[src/rtl/score_event_gen.sv]
// Score event generator: converts landing/bonus events into single-cycle score pulses.
// Latency: an event at cycle N drives pending and, if the drain is free, increase at edge N+1.
// Backpressure: none upstream; credits queue in a saturating counter, drained one pulse per PULSE_GAP cycles.
module score_event_gen #(
  parameter int LAND_POINTS  = 1,
  parameter int BONUS_POINTS = 5,
  parameter int PEND_W       = 6,
  parameter int PULSE_GAP    = 2
) (
  input  logic              clk,
  input  logic              rst_n,
  input  logic              game_en,
  input  logic              landed,
  input  logic [3:0]        platform_id,
  input  logic              bonus_hit,
  output logic              increase,
  output logic [PEND_W-1:0] pending,
  output logic              busy
);

  // Sum width leaves headroom for pending + both awards before saturation.
  localparam int SW    = PEND_W + 2;
  localparam int GAP_W = (PULSE_GAP > 2) ? $clog2(PULSE_GAP) : 1;

  typedef logic [SW-1:0]    sum_t;
  typedef logic [GAP_W-1:0] gap_t;

  localparam sum_t             LAND_C   = sum_t'(LAND_POINTS);
  localparam sum_t             BONUS_C  = sum_t'(BONUS_POINTS);
  localparam logic [PEND_W-1:0] PEND_MAX = '1;
  localparam gap_t             GAP_LOAD = gap_t'(PULSE_GAP - 1);

  typedef enum logic [1:0] {
    S_IDLE,
    S_ARMED,
    S_RUN
  } state_t;

  state_t            state_q, state_d;
  logic [PEND_W-1:0] pending_q, pending_d;
  logic              increase_q, increase_d;
  gap_t              gap_q, gap_d;
  logic [3:0]        last_id_q, last_id_d;
  logic              landed_d_q;

  logic              land_ev;
  logic              active;
  logic              land_award;
  logic              bonus_award;
  sum_t              avail;
  sum_t              sum_nxt;
  logic              issue;

  assign land_ev = landed && !landed_d_q;

  // State, credit and pulse registers; reset clears everything including the edge detector.
  always_ff @(posedge clk or negedge rst_n) begin
    if (!rst_n) begin
      state_q    <= S_IDLE;
      pending_q  <= '0;
      increase_q <= 1'b0;
      gap_q      <= '0;
      last_id_q  <= 4'd0;
      landed_d_q <= 1'b0;
    end else begin
      state_q    <= state_d;
      pending_q  <= pending_d;
      increase_q <= increase_d;
      gap_q      <= gap_d;
      last_id_q  <= last_id_d;
      landed_d_q <= landed;
    end
  end

  // Next-state, awards and drain; credits arriving in a launch cycle count in the same cycle.
  always_comb begin
    state_d     = state_q;
    last_id_d   = last_id_q;
    pending_d   = pending_q;
    increase_d  = 1'b0;
    gap_d       = (gap_q != '0) ? gap_q - gap_t'(1) : gap_q;
    active      = 1'b0;
    land_award  = 1'b0;
    bonus_award = 1'b0;
    avail       = '0;
    sum_nxt     = '0;
    issue       = 1'b0;

    case (state_q)
      S_IDLE: begin
        pending_d = '0;
        if (game_en) state_d = S_ARMED;
      end
      S_ARMED: begin
        if (!game_en) begin
          state_d   = S_IDLE;
          pending_d = '0;
        end else begin
          active      = 1'b1;
          bonus_award = bonus_hit;
          // First touchdown only establishes the reference platform.
          if (land_ev) begin
            last_id_d = platform_id;
            state_d   = S_RUN;
          end
        end
      end
      S_RUN: begin
        if (!game_en) begin
          state_d   = S_IDLE;
          pending_d = '0;
        end else begin
          active      = 1'b1;
          bonus_award = bonus_hit;
          // Re-landing on the same platform is not progress.
          if (land_ev && (platform_id != last_id_q)) begin
            land_award = 1'b1;
            last_id_d  = platform_id;
          end
        end
      end
      default: begin
        state_d   = S_IDLE;
        pending_d = '0;
      end
    endcase

    if (active) begin
      avail = {2'b00, pending_q}
            + (land_award  ? LAND_C  : sum_t'(0))
            + (bonus_award ? BONUS_C : sum_t'(0));
      issue   = (avail != '0) && (gap_q == '0);
      sum_nxt = avail - (issue ? sum_t'(1) : sum_t'(0));
      pending_d  = (sum_nxt > {2'b00, PEND_MAX}) ? PEND_MAX : sum_nxt[PEND_W-1:0];
      increase_d = issue;
      if (issue) gap_d = GAP_LOAD;
    end
  end

  assign increase = increase_q;
  assign pending  = pending_q;
  assign busy     = (pending_q != '0) || (gap_q != '0);

endmodule

[config.mk]
export PLATFORM = sky130hd
export DESIGN_NAME = score_event_gen
export DESIGN_NICKNAME = d
export VERILOG_FILES = /design/src/rtl/score_event_gen.sv
export SDC_FILE = /design/constraint.sdc
export NUM_CORES = 1
export LEC_CHECK = 0
export CAP_MARGIN = 20
export CELL_PAD_IN_SITES_DETAIL_PLACEMENT = 1
export CELL_PAD_IN_SITES_GLOBAL_PLACEMENT = 1
export CORE_MARGIN = 2
export CORE_UTILIZATION = 25
export DETAILED_ROUTE_END_ITERATION = 10
export PLACE_DENSITY = 0.62
export SYNTH_ARGS = -nofsm -noshare
export SYNTH_HDL_FRONTEND = slang
export SYNTH_SLANG_ARGS = --single-unit
[constraint.sdc]
create_clock -name clk -period 7.2 [get_ports clk]
set_input_delay 2.16 -clock clk [delete_from_list [all_inputs] [get_ports clk]]
set_output_delay 2.16 -clock clk [all_outputs]
set_load 0.02 [all_outputs]
==> impl_metrics.tcl <==
set metrics [dict create \
    status "finished clean" \
    layout-drive-gt1-share_pct 17.2 \
    grt_first_pass_wirelength_um 4660 \
    power.clock.fraction_pct 12.4 \
    worst_ep_required_time_ns 7.33 \
    portBuffers 16 \
    relSlewSlack_pct 57.6 \
    crit_path_end_kind "register" \
    yosys.area.top_type "dfrtp_1" \
    diodes 0 \
    netlist_instances 111 \
    drv_cap 0 \
    hold-worst-slack_ns 0.514 \
    tightest_slew_ns 0.634 \
    dpl.hpwl_um 2090 \
    ys.flop_type "dfrtp_1" \
    avgSynthCellArea_um2 9.92 \
    drt_iter0_drc 8 \
    dp.cells 176 \
    cp_max_fo 7 \
    rsz0062_at_grt "no" \
    grt_remaining_overflow 0 \
    synth_nets 128 \
    ios 17 \
    postCtsSetupBuffers 0 \
    leakage_uw 0.000556 \
    dr_total_vias 904 \
    hp-class "reg -> reg" \
    cts_tree "yes" \
    finalCritPeriodShare_pct 90.2 \
    critPathLaunchType "input port" \
    die_area_mm2 0.00495 \
    synth.distinct_cells 44 \
    clkTransAtPathRegs_ns 0.06 \
    synth_commonest_cells "dfrtp_1 (14), inv_1 (8), nand2_1 (8)" \
    fmax_mhz 154 \
    skew_ns 0.00328 \
    power_frac_comb_pct 63.0 \
    initial_core_util_pct 25.6 \
    wire_per_inst_um 14.4 \
    cts_resized 0 \
    drt-pass1-iter-count 4 \
    die_y_um 70.4 \
    seq_power_share_pct 24.6 \
    async_flop_share_pct 100 \
    hold_violations 0 \
    utilization_pct 31.4 \
    post-synth-top-area-fraction_pct 31.8 \
    path_class "in -> reg" \
    switching_share_pct 43.1 \
    clock-sinks 14 \
    power_switching_uw 264 \
    gp_routability_congestion 0.785 \
    antenna_found_initial 0 \
    yosysWarningCount 0 \
    htreeDepth 1 \
    ant_nets 0 \
    clk_latency_ns 0.24 \
    die_width_um 70.4 \
    cts_root_buf "clkbuf_8" \
    final_cells 180 \
    track_usage_pct 11.7 \
    viasPerCell 5.02 \
    drc_errors 0 \
    synth_edf_count 0 \
    layout_min_cycle_time_ns 6.49 \
    cts_buffer_depth 2 \
    grt_pass1_vias 988 \
    syn2layout_area_growth_pct 22.4 \
    total_power_uw 613 \
    synthesis.area_mm2 0.00110 \
    grt_max_degree 15 \
    timing.setup.tns_ns 0 \
    ys_seq_area_share_pct 31.8 \
    rows 24 \
    power.internal_uw 349 \
    yosysMostFrequentCell "dfrtp_1" \
    core_area_mm2 0.00429 \
    slew_viol_final 0 \
    drt_wl_total_um 2600 \
    irDropWorstVdd_v 0.000132 \
    cts_buffers 3 \
    setup_viol 0 \
    synth_area_leaders "dfrtp_1 (32%), ha_1 (8.0%), xnor2_1 (5.6%)" \
    final_nets 146 \
    ys_ff_latch 14 \
    cp.arrival_ns 6.62 \
    ctsHoldBuffers 0 \
    power_density_mw_per_mm2 455 \
]
## per-stage QoR
stage          setup slack [ns]  cell area (um2)
6_report                  0.709             1350
5_1_grt                   0.426             1350
4_1_cts                   0.738             1350
3_5_place_dp              0.495             1290
3_3_place_gp              0.591             1290
2_1_floorplan              1.47             1100
## sequential cells by signal, indices dropped and copies added (netlist names)
register    cells
state_q         2
pending         6
last_id_q       4
gap_q           1
landed_d_q      1
## cell families after synthesis
family	share of synthesized area (%)
mux	4.09
flops	31.8
fa+ha+maj	9.77
buf+inv	5.80
compound gates	14.9
xor+xnor	9.43
simple gates	24.2
## cell usage in the layout (no fill, tap or decap), drive strengths merged, types with 2 or more instances in the layout
cell,count
dfrtp,14
nand3,4
nor3,2
a31o,2
ha,7
o211ai,2
clkbuf,4
a21oi,2
nor2,5
and2b,2
inv,8
nand4b,3
and4,2
xor2,4
o21ai,4
clkdlybuf4s50,16
or4b,2
a211oi,2
xnor2,7
nand4,2
nor4,2
nand2,8
nor2b,2
mux2,4
a31oi,5
## power by group through the flow
stage,registers (uW),clock network (uW),logic [uW]
CTS,152,78.7,391
finish,151,76.0,386
floorplan,154,0,279
detailed placement,153,0,387
global placement,151,0,374
global route,158,84.3,433
## path summary, 6_finish.rpt
kind	start	to	slack, ns	cells after the start
setup / recovery	game_en	pending[5]	0.71	17
hold / removal	state_q[0]	state_q[0]	0.51	2
setup reg to reg	state_q[0]	pending[5]	2.55	18
hold reg to reg	state_q[0]	state_q[0]	0.51	2
max in group asynchronous	rst_n	pending[3]	4.48	1
min in group asynchronous	rst_n	state_q[1]	2.31	1
## routing by layer
metal  vias up  wire length, um  GRT usage, %
li1        439                -             -
met1       448             1250          15.5
met2        17             1260          19.6
met3         0               86          2.31
met4         0                0          2.56
met5         -                0             0
## critical path, cell delays in order
cell	delay, ns
clkdlybuf4s50_1	0.56
inv_1	0.10
or4b_2	0.68
fa_1	0.48
inv_1	0.09
ha_1	0.29
a21o_2	0.20
a211oi_1	0.08
a41o_1	0.29
a31oi_1	0.16
ha_1	0.20
ha_1	0.23
nand4b_1	0.11
or3_2	0.47
nand4_1	0.22
nand4b_1	0.12
and3_1	0.18
## final cells by class
cell class                      instances  area, um2
Fill cell                             502       2950
Multi-Input combinational cell         86        687
Sequential cell                        14        350
Timing Repair Buffer                   16        160
Tap cell                               52       65.1
Clock buffer                            4       55.1
Inverter                                8       30.0
Power figures use the tool's default switching activity.
